<file path="src/rtl/exe_mem_issue.sv">
// Memory issue stage: decodes a load/store op, checks alignment, issues it to
// the bus, and keeps an in-order FIFO of in-flight ops so that responses are
// returned to the MEM stage in program order. After a flush, responses still
// owed by the bus for discarded ops are counted and dropped.
module exe_mem_issue #(
  parameter int DATA_W = 32,
  parameter int DEPTH  = 2,
  parameter int TAG_W  = 38
) (
  input  logic                clk,
  input  logic                reset,
  input  logic                in_valid,
  output logic                in_allowin,
  input  logic [3:0]          in_op,
  input  logic [31:0]         in_addr,
  input  logic [DATA_W-1:0]   in_wdata,
  input  logic [TAG_W-1:0]    in_tag,
  input  logic                flush,
  output logic                req,
  output logic                req_wr,
  output logic [1:0]          req_size,
  output logic [31:0]         req_addr,
  output logic [DATA_W/8-1:0] req_wstrb,
  output logic [DATA_W-1:0]   req_wdata,
  input  logic                addr_ok,
  input  logic                data_ok,
  input  logic [DATA_W-1:0]   rdata,
  output logic                out_valid,
  input  logic                out_allowin,
  output logic [DATA_W-1:0]   out_data,
  output logic [TAG_W-1:0]    out_tag,
  output logic                out_ale
);

  localparam int NB     = DATA_W / 8;
  localparam int OFF_W  = $clog2(NB);
  localparam int PTR_W  = $clog2(DEPTH);
  localparam int CNT_W  = PTR_W + 1;
  localparam int DISC_W = 8;

  // Shift the response down to byte 0 and extend from the access width.
  function automatic logic [DATA_W-1:0] load_ext(input logic [DATA_W-1:0] raw,
                                                 input logic [OFF_W-1:0]  off,
                                                 input logic [1:0]        size,
                                                 input logic              uns);
    logic [DATA_W-1:0] sh;
    logic [DATA_W-1:0] keep;
    logic              sgn;
    int                nbits;
    sh    = raw >> {off, 3'b000};
    nbits = 8 << size;
    if (nbits > DATA_W) nbits = DATA_W;
    for (int b = 0; b < DATA_W; b++) keep[b] = (b < nbits);
    sgn = ~uns & sh[nbits-1];
    return (sh & keep) | (sgn ? ~keep : '0);
  endfunction

  logic              in_store, in_uns;
  logic [1:0]        in_size;
  logic [OFF_W-1:0]  in_off;
  logic              in_ale;
  logic [NB-1:0]     size_mask;
  logic [2:0]        lane_mask;

  // FIFO control state
  logic [PTR_W-1:0]  head_q, head_d, tail_q, tail_d;
  logic [CNT_W-1:0]  count_q, count_d;
  logic [DISC_W-1:0] discard_q, discard_d;
  logic [DEPTH-1:0]  done_q, done_d;

  // FIFO payload
  logic [TAG_W-1:0]  tag_q  [DEPTH];
  logic [TAG_W-1:0]  tag_d  [DEPTH];
  logic [1:0]        size_q [DEPTH];
  logic [1:0]        size_d [DEPTH];
  logic [OFF_W-1:0]  off_q  [DEPTH];
  logic [OFF_W-1:0]  off_d  [DEPTH];
  logic [DATA_W-1:0] data_q [DEPTH];
  logic [DATA_W-1:0] data_d [DEPTH];
  logic [DEPTH-1:0]  uns_q, uns_d, st_q, st_d, ale_q, ale_d;

  logic              can_push, pop, disc_hit, fill, fill_found;
  logic [PTR_W-1:0]  fill_idx;
  logic [DISC_W-1:0] pending_cnt;

  assign {in_store, in_uns, in_size} = in_op;
  assign in_off = in_addr[OFF_W-1:0];

  // Alignment check and access-size byte mask.
  always_comb begin
    in_ale    = 1'b0;
    size_mask = '1;
    lane_mask = 3'((4'd1 << in_size) - 4'd1);
    case (in_size)
      2'd0: begin in_ale = 1'b0;           size_mask = NB'(1);  end
      2'd1: begin in_ale = in_addr[0];     size_mask = NB'(3);  end
      2'd2: begin in_ale = |in_addr[1:0];  size_mask = NB'(15); end
      default: begin
        in_ale    = (DATA_W == 32) || (|in_addr[2:0]);
        size_mask = '1;
      end
    endcase
  end

  // Replicate the low access-width bytes of store data across every lane.
  always_comb begin
    req_wdata = '0;
    for (int i = 0; i < NB; i++) req_wdata[8*i +: 8] = in_wdata[8*(i & int'(lane_mask)) +: 8];
  end

  assign can_push   = count_q < CNT_W'(DEPTH);
  assign req        = in_valid & ~in_ale & can_push & ~flush & ~reset;
  assign in_allowin = in_valid & can_push & ~flush & ~reset & (in_ale | addr_ok);
  assign req_wr     = in_store;
  assign req_size   = in_size;
  assign req_addr   = in_addr;
  assign req_wstrb  = size_mask << in_off;

  assign out_valid  = (count_q != '0) & done_q[head_q];
  assign out_data   = data_q[head_q];
  assign out_tag    = tag_q[head_q];
  assign out_ale    = ale_q[head_q];

  assign pop        = out_valid & out_allowin;
  assign disc_hit   = data_ok & (discard_q != '0);
  assign fill       = data_ok & ~disc_hit & fill_found;

  // Locate the oldest issued-but-unanswered entry and count all such entries.
  always_comb begin
    fill_found  = 1'b0;
    fill_idx    = head_q;
    pending_cnt = '0;
    for (int i = 0; i < DEPTH; i++) begin
      if (CNT_W'(i) < count_q && !done_q[head_q + PTR_W'(i)]) begin
        if (!fill_found) begin
          fill_found = 1'b1;
          fill_idx   = head_q + PTR_W'(i);
        end
        pending_cnt = pending_cnt + 1'b1;
      end
    end
  end

  // Next-state for pointers, count, discard counter, and entry contents.
  always_comb begin
    head_d    = head_q;
    tail_d    = tail_q;
    count_d   = count_q;
    discard_d = discard_q;
    done_d    = done_q;
    tag_d     = tag_q;
    size_d    = size_q;
    off_d     = off_q;
    data_d    = data_q;
    uns_d     = uns_q;
    st_d      = st_q;
    ale_d     = ale_q;

    if (fill) begin
      done_d[fill_idx] = 1'b1;
      data_d[fill_idx] = st_q[fill_idx] ? '0
                       : load_ext(rdata, off_q[fill_idx], size_q[fill_idx], uns_q[fill_idx]);
    end

    if (flush) begin
      // Responses a coincident data_ok already accounted for are not re-counted.
      head_d    = tail_q;
      count_d   = '0;
      discard_d = discard_q - DISC_W'(disc_hit) + pending_cnt - DISC_W'(fill);
    end else begin
      discard_d = discard_q - DISC_W'(disc_hit);
      if (pop) head_d = head_q + PTR_W'(1);
      if (in_allowin) begin
        tail_d         = tail_q + PTR_W'(1);
        tag_d[tail_q]  = in_tag;
        size_d[tail_q] = in_size;
        off_d[tail_q]  = in_off;
        uns_d[tail_q]  = in_uns;
        st_d[tail_q]   = in_store;
        ale_d[tail_q]  = in_ale;
        done_d[tail_q] = in_ale;
        data_d[tail_q] = '0;
      end
      count_d = count_q + CNT_W'(in_allowin) - CNT_W'(pop);
    end
  end

  // Control state register with asynchronous reset.
  always_ff @(posedge clk or posedge reset) begin
    if (reset) begin
      head_q    <= '0;
      tail_q    <= '0;
      count_q   <= '0;
      discard_q <= '0;
      done_q    <= '0;
    end else begin
      head_q    <= head_d;
      tail_q    <= tail_d;
      count_q   <= count_d;
      discard_q <= discard_d;
      done_q    <= done_d;
    end
  end

  // Payload register; only meaningful while the matching entry is live.
  always_ff @(posedge clk) begin
    tag_q  <= tag_d;
    size_q <= size_d;
    off_q  <= off_d;
    data_q <= data_d;
    uns_q  <= uns_d;
    st_q   <= st_d;
    ale_q  <= ale_d;
  end

endmodule

</file>
<file path="config.mk">
export PLATFORM = sky130hd
export DESIGN_NAME = exe_mem_issue
export DESIGN_NICKNAME = d
export VERILOG_FILES = /design/src/rtl/exe_mem_issue.sv
export SDC_FILE = /design/constraint.sdc
export NUM_CORES = 1
export LEC_CHECK = 0
export BUFFER_PORTS_ARGS = -buffer_cell sky130_fd_sc_hd__buf_2
export CAP_MARGIN = 40
export CORE_MARGIN = 3
export CORE_UTILIZATION = 45
export CTS_CLUSTER_SIZE = 20
export DETAILED_ROUTE_END_ITERATION = 10
export PLACE_DENSITY_LB_ADDON = 0.25
export RECOVER_POWER = 100
export REMOVE_ABC_BUFFERS = 1
export SYNTH_ARGS = -nofsm -noshare
export SYNTH_HDL_FRONTEND = slang
export SYNTH_SLANG_ARGS = --single-unit
</file>
<file path="constraint.sdc">
create_clock -name clk -period 7.65 [get_ports clk]
set_clock_uncertainty 0.15 [all_clocks]
set_input_delay 0.3825 -clock clk [delete_from_list [all_inputs] [get_ports clk]]
set_output_delay 0.3825 -clock clk [all_outputs]
set_load 0.05 [all_outputs]
</file>
==> results of run 1 <==
layer usage:
metal / vias to the layer above / GRT usage, % / share of wire (%)
met3: 24 / 7.418 / 8.4
li1: 3362 / - / -
met5: - / 0.6818 / 0.089
met4: 4 / 5.833 / 1.5
met2: 296 / 35.61 / 49
met1: 3348 / 26.90 / 41
critical path, stage by stage:
cell,delay (ps)
sky130_fd_sc_hd__dlygate4sd3_1,540
sky130_fd_sc_hd__buf_2,120
sky130_fd_sc_hd__inv_1,440
sky130_fd_sc_hd__nand3_1,390
sky130_fd_sc_hd__a211oi_4,280
sky130_fd_sc_hd__clkbuf_1,2360
sky130_fd_sc_hd__nor2b_1,70
sky130_fd_sc_hd__clkbuf_1,580
sky130_fd_sc_hd__nand2_1,250
sky130_fd_sc_hd__o31ai_2,90
placed cells by master (no fill, tap or decap), types with 4 or more instances in the layout:
cell type,instances
sky130_fd_sc_hd__o21ai_0,52
sky130_fd_sc_hd__dlygate4sd3_1,39
sky130_fd_sc_hd__a21boi_0,8
sky130_fd_sc_hd__nor2b_1,6
sky130_fd_sc_hd__nor3b_1,6
sky130_fd_sc_hd__edfxtp_1,90
sky130_fd_sc_hd__buf_4,6
sky130_fd_sc_hd__o31ai_2,12
sky130_fd_sc_hd__nand3_1,38
sky130_fd_sc_hd__o21ai_1,16
sky130_fd_sc_hd__buf_2,100
sky130_fd_sc_hd__inv_8,7
sky130_fd_sc_hd__nand4b_1,4
sky130_fd_sc_hd__mux2_2,86
sky130_fd_sc_hd__dfxtp_1,64
sky130_fd_sc_hd__clkbuf_16,17
sky130_fd_sc_hd__a221oi_1,7
sky130_fd_sc_hd__o31ai_1,35
sky130_fd_sc_hd__inv_1,25
sky130_fd_sc_hd__mux2_1,10
sky130_fd_sc_hd__dfrtp_1,14
sky130_fd_sc_hd__xnor2_1,12
sky130_fd_sc_hd__ha_1,16
sky130_fd_sc_hd__nand2b_1,5
sky130_fd_sc_hd__mux2i_1,13
sky130_fd_sc_hd__a21oi_1,17
sky130_fd_sc_hd__nor2_1,33
sky130_fd_sc_hd__a32oi_1,16
sky130_fd_sc_hd__clkbuf_1,133
sky130_fd_sc_hd__nand2_1,73
power groups by stage:
stage | clock [µW] | sequential (µW) | combinational [µW]
after detailed placement | 0 | 1120 | 1390
final | 845 | 1090 | 1380
after CTS | 865 | 1100 | 1410
after global routing | 903 | 1110 | 1500
after global placement | 0 | 1110 | 1380
after floorplan | 0 | 1130 | 1030
layout make-up:
cell class | count | area [µm²] | area share (%)
tap | 260 | 325.3 | 3.049
sequential | 168 | 4334 | 40.62
clock inverter | 15 | 170.2 | 1.595
clock buffer | 17 | 425.4 | 3.987
multi-input combinational | 522 | 3865 | 36.23
timing repair buffer | 279 | 1450 | 13.59
inverter | 25 | 93.84 | 0.8796
antenna | 2 | 5.005 | 0.04691
cells by family after synthesis:
logic type | Yosys count | share of synthesized area (%)
xor gates and xnor gates | 15 | 1.483
and+or+nand+nor | 196 | 11.20
adders and majority gates | 17 | 2.486
AOI/OAI and AO/OA | 185 | 14.85
buffers and inverters | 118 | 7.374
DFF | 168 | 48.93
muxes | 109 | 13.67
worst paths after layout:
check	startpoint	endpoint	cells after the start
max in group asynchronous	reset	discard_q[1]$_DFF_PP0_	3
max reg2reg	head_q$_DFFE_PP0P_	discard_q[6]$_DFF_PP0_	17
min in group asynchronous	reset	discard_q[5]$_DFF_PP0_	3
max	reset	data_q[58]$_DFF_P_	10
min	in_op[2]	uns_q[0]$_DFFE_PP_	1
min reg2reg	data_q[41]$_DFF_P_	data_q[41]$_DFF_P_	2
flip-flops by register name, summed over array words and instances, names as in the netlist:
| register | count |
|---|---|
| ale_q | 2 |
| count_q | 2 |
| data_q | 64 |
| discard_q | 8 |
| done_q | 2 |
| head_q | 1 |
| off_q | 4 |
| size_q | 4 |
| st_q | 2 |
| tag_q | 76 |
| tail_q | 1 |
| uns_q | 2 |
timing repair:
item,CTS,global route
hold buffers,39,0
gates resized for setup,0,0
endpoints found under the hold margin,90,0
per-stage QoR:
step           total power [µW]  instances  hold WS [ps]  instance area (µm²)  util, %
6_report                   3323       1288         93.52                10670    56.10
5_1_grt                    3507       1288         59.87                10670    56.10
4_1_cts                    3371       1286         13.08                10880    57.21
3_5_place_dp               2505       1215         284.2                 9894    52.03
3_3_place_gp               2493       1213         279.6                 9868    51.89
2_1_floorplan              2160        715         129.7                 8298        -
==> impl_metrics.toml, run 1 <==
[layout]
final_layout_size_suffix_gt1_share_pct = 24.56
nNetsFinal = 1175
synth_to_final_area_change_pct = 20.46
layout.filler_cells = 1721

[global_route]
grt_max_degree = 65
antenna_found_initial = 4
grt_pass1_vias = 6911
grt_remaining_overflow = 0
track_usage_pct = 21.51
grt_first_pass_wirelength_mm = 36.95

[detailed_routing]
drt_drc_violations_left = 0
drt_first_pass_iters = 5
detail-route-antenna-nets = 0
routed_via_density = 5.461
drt_first_iter_violations = 466
detailroute.via_count = 7034
drt-total-wl_mm = 23.61
routed_wire_length_per_instance_um = 18.33

[power_and_ir_drop]
power.switching_fraction_pct = 42.00
switchingPower_uw = 1396
static-leakage-power_uw = 0.003974
max-vdd-ir-drop_mv = 0.1666
power.density_cell_area_nw_per_um2 = 311.5
int_power_uw = 1928
clock_power_share_pct = 25.4
seq_power_share_pct = 32.9
comb_power_share_pct = 41.7

[synth]
number_of_flops_mapped_to_enable_cells_by_yosys = 90
post_synth.cell_area_avg_um2 = 10.96
synth_top_flop_cell = "sky130_fd_sc_hd__edfxtp_1"
asyncSetResetFlopFracSynth_pct = 8.333
ys_ff_latch = 168
synth_seq_area_share_pct = 48.93
yosysWarnings = 0
synthesis.area_um2 = 8857
synth_largest_type_area_fraction_pct = 30.51
synth_cells = 808
synth.cells.most_frequent = "sky130_fd_sc_hd__mux2_2, sky130_fd_sc_hd__edfxtp_1, sky130_fd_sc_hd__nand2_1"
synth_area_leaders = "sky130_fd_sc_hd__edfxtp_1, sky130_fd_sc_hd__dfxtp_1, sky130_fd_sc_hd__mux2_2"
synth_largest_area_cell = "sky130_fd_sc_hd__edfxtp_1"
synth.most_common_cell = "sky130_fd_sc_hd__mux2_2"
netlist-cell-type-count = 63

[die]
dieArea_um2 = 21400
fp.dieH_um = 146.3
die_span_in_x_um = 146.3
start_util_pct = 46.57
placementRows = 50
ios = 290
core_area_um2 = 19020

[run_status]
status = "complete, but fails checks"
violations = "max-capacitance violations, max-slew violations"

[clock_tree]
cts_tree = "done"
tritoncts_num_sinks = 168
cts_buffer_depth = 2
clk-insertion-delay-late_ps = 420
clkTransAtPathRegs_ps = 70
cts_setup_buffers = 0
clock-root-buffer = "sky130_fd_sc_hd__clkbuf_16"
numCtsBuffers = 17
htree_num_levels = 4

[place]
globalplace.congestion = 0.8952
port_buffers = 229
place_hpwl_mm = 16.57
detailedPlace.worstSlack_ps = 3058

[critical_path]
reg2reg_setup_slack_ps = 2310
setup.worst_path.class = "in2reg"
critPathCaptureType = "flip-flop"
worst_ep_arrival_time_ps = 5600
path_max_fanout = 58
worst_setup_path_start_kind = "input port"
critical_path_required_ps = 7800

[timing]
max_slew.worst_pin.slew_ps = 3340
drv_slew = 118
fin_setup_tns_ps = 0
clock.fmax_mhz = 183.4
setup_slack_ps = 2198
maxSlewHeadroom_pct = -122.7
setup_viol = 0
post-route-min-period_ps = 5452
final_hold_viol_count = 0
rsz0062_at_grt = "no"
min_period_over_period_pct = 71.26

[job]
max_cap_viol_count = 2

[hold_path]
worst_hold_path_type = "in2reg"
Note: power is estimated with default switching activity, not from simulation.
==> inputs of run 2 (changes only) <==
- clock period: 7.65 -> 4.7 ns (I/O delays scaled with it)
==> impl_metrics.toml, run 2 (synthesis results as in run 1) <==
[critical_path]
crit_chain = "dlygate4sd3_1 > clkbuf_1 > nor2_2 > clkbuf_1 > inv_1 > ha_1 > nand2_1 > o21ai_0 > clkbuf_1"
critPathCaptureType = "output port"
critical_path_required_ps = 4320
worst_setup_path_start_kind = "input port"
worst_ep_arrival_time_ps = 3700
path_max_fanout = 23
worst_r2r_path_depth = 13
reg2reg_setup_slack_ps = 650
timing.critical_path.slowest_cell_delay_ps = 800
critPathBufInv = 5
setup.worst_path.class = "in2out"
critPathLaunch = "in_op[0]"
timing.rr.start = "discard_q[2]$_DFF_PP0_"
slowest_stage = "sky130_fd_sc_hd__ha_1"
reg2reg_to = "discard_q[7]$_DFF_PP0_"
crit_top_cell = "sky130_fd_sc_hd__clkbuf_1"
critical_path.top_delay_family = "buffers and inverters"

[clock_tree]
numCtsBuffers = 17
htree_num_levels = 4
tritoncts_num_sinks = 168
cts_buffer_depth = 2
clk-insertion-delay-late_ps = 420
clock-root-buffer = "sky130_fd_sc_hd__clkbuf_16"
resized_after_cts = 0
postCtsHoldBufs = 44
cts_tree = "done"
clkTransAtPathRegs_ps = 60
cts_setup_buffers = 0

[detailed_routing]
drt-total-wl_mm = 23.97
detail-route-antenna-nets = 0
drt_first_iter_violations = 479
routed_via_density = 5.419
top_layer = "met5"
routed_wire_length_per_instance_um = 18.49
detailroute.via_count = 7023
dr_wl_met3_mm = 2.060
drt_first_pass_iters = 5
route.met2.wl_mm = 11.76
met1_length_mm = 9.621
drt_drc_violations_left = 0

[layout]
synth_to_final_area_change_pct = 21.42
final_layout_size_suffix_gt1_share_pct = 24.61
nNetsFinal = 1185
final_core_util_pct = 56.55
largestRegisters = "tag_q x76, data_q x64, discard_q x8"
layout_common_cells = "sky130_fd_sc_hd__clkbuf_1, sky130_fd_sc_hd__buf_2, sky130_fd_sc_hd__edfxtp_1"
largest_register_ff_count = 76
layout.cells.most_common = "sky130_fd_sc_hd__clkbuf_1"
antenna-diode-count = 0
top_register = "tag_q"

[timing]
max_slew.worst_pin.slew_ps = 2214
clock.fmax_mhz = 244.6
maxSlewHeadroom_pct = -47.57
post-route-min-period_ps = 4088
rsz0062_at_grt = "no"
final_hold_viol_count = 0
drv_slew = 80
min_period_over_period_pct = 86.97
fin_worst_hold_slack_ps = 12.12
setup_viol = 0

[die]
placementRows = 50
dieArea_um2 = 21400
fp.dieH_um = 146.3
die_span_in_x_um = 146.3
ios = 290
core_area_um2 = 19020
start_util_pct = 46.57

[global_route]
grt_max_degree = 47
grt_first_pass_wirelength_mm = 37.49
grt_pass1_vias = 7040
antenna_found_initial = 2
grt_remaining_overflow = 0
track_usage_pct = 21.92

[run_status]
violations = "max-capacitance violations, max-slew violations"
status = "complete, but fails checks"

[hold_path]
min_from = "flush"
holdPathStages = 2
worst_hold_path_type = "in2reg"
min_delay_worst_endpoint = "count_q[0]$_DFF_PP0_"

[place]
globalplace.congestion = 0.8585
port_buffers = 229
place_hpwl_mm = 17.08

[job]
max_cap_viol_count = 3

[power_and_ir_drop]
max-vdd-ir-drop_mv = 0.3282
static-leakage-power_uw = 0.004022
power.density_cell_area_nw_per_um2 = 509.0
==> run 2: changes by cell type in the layout (fill, tap and decap cells not counted), sizes merged <==
cell / delta
inv: -7
clkbuf: +5
dlygate4sd3: +5
buf: +3
bufinv: +3
clkinvlp: +2
diode: -2
clkinv: -1
==> run 2: power by group <==
group | switching (µW) | total [µW] | internal, µW
Combinational | 1520 | 2300 | 776
Sequential | 91.9 | 1750 | 1660
Clock | 583 | 1430 | 845
Total | 2190 | 5470 | 3280
==> run 2: worst max-delay path by stage <==
stage | endpoint | slack [ps] | cells after the start
floorplan | data_q[55]$_DFF_P_ | -2500 | 6
global placement | discard_q[7]$_DFF_PP0_ | 750 | 13
detailed placement | discard_q[7]$_DFF_PP0_ | 710 | 13
CTS | discard_q[7]$_DFF_PP0_ | 690 | 13
global route | req_wdata[29] | 330 | 9
finish | req_wdata[29] | 610 | 9
==> run 2: per-stage QoR <==
step                      setup slack (ps)  TNS, ps  cells  total power [µW]  instance area (µm²)
after floorplan                      -2496  -226800    715              3515                 8298
after detailed placement             705.4        0   1220              4085                 9921
after CTS                            692.9        0   1296              5548                10970
after global placement               750.0        0   1220              4054                 9921
after global routing                 332.3        0   1296              5775                10750
final                                612.5        0   1296              5473                10750
==> run 2: per-layer routing <==
metal	global-route usage, %	vias to the layer above
met3	7.263	40
met5	0.9091	-
li1	-	3375
met1	26.71	3304
met4	6.961	4
met2	36.79	300
==> run 2: area by class of cell <==
| type | count | area, µm² |
|---|---|---|
| well taps | 260 | 325.3 |
| inverters | 25 | 93.84 |
| multi-input cells | 522 | 3869 |
| clock buffers | 20 | 436.7 |
| flip-flops and latches | 168 | 4338 |
| fillers | 1739 | 8264 |
| repair buffers | 289 | 1523 |
| clock inverters | 12 | 168.9 |
==> run 2: worst register-to-register path, delay by kind of cell (launching register included) <==
| kind | cells | cell delay, ps |
|---|---|---|
| AO/OA/AOI/OAI | 5 | 1220 |
| XOR/XNOR | 1 | 130 |
| adder cells (fa/ha/maj) | 4 | 1110 |
| buffers and inverters | 1 | 50 |
| flip-flops | 1 | 420 |
| multiplexers | 1 | 240 |
| AND/OR/NAND/NOR | 1 | 650 |
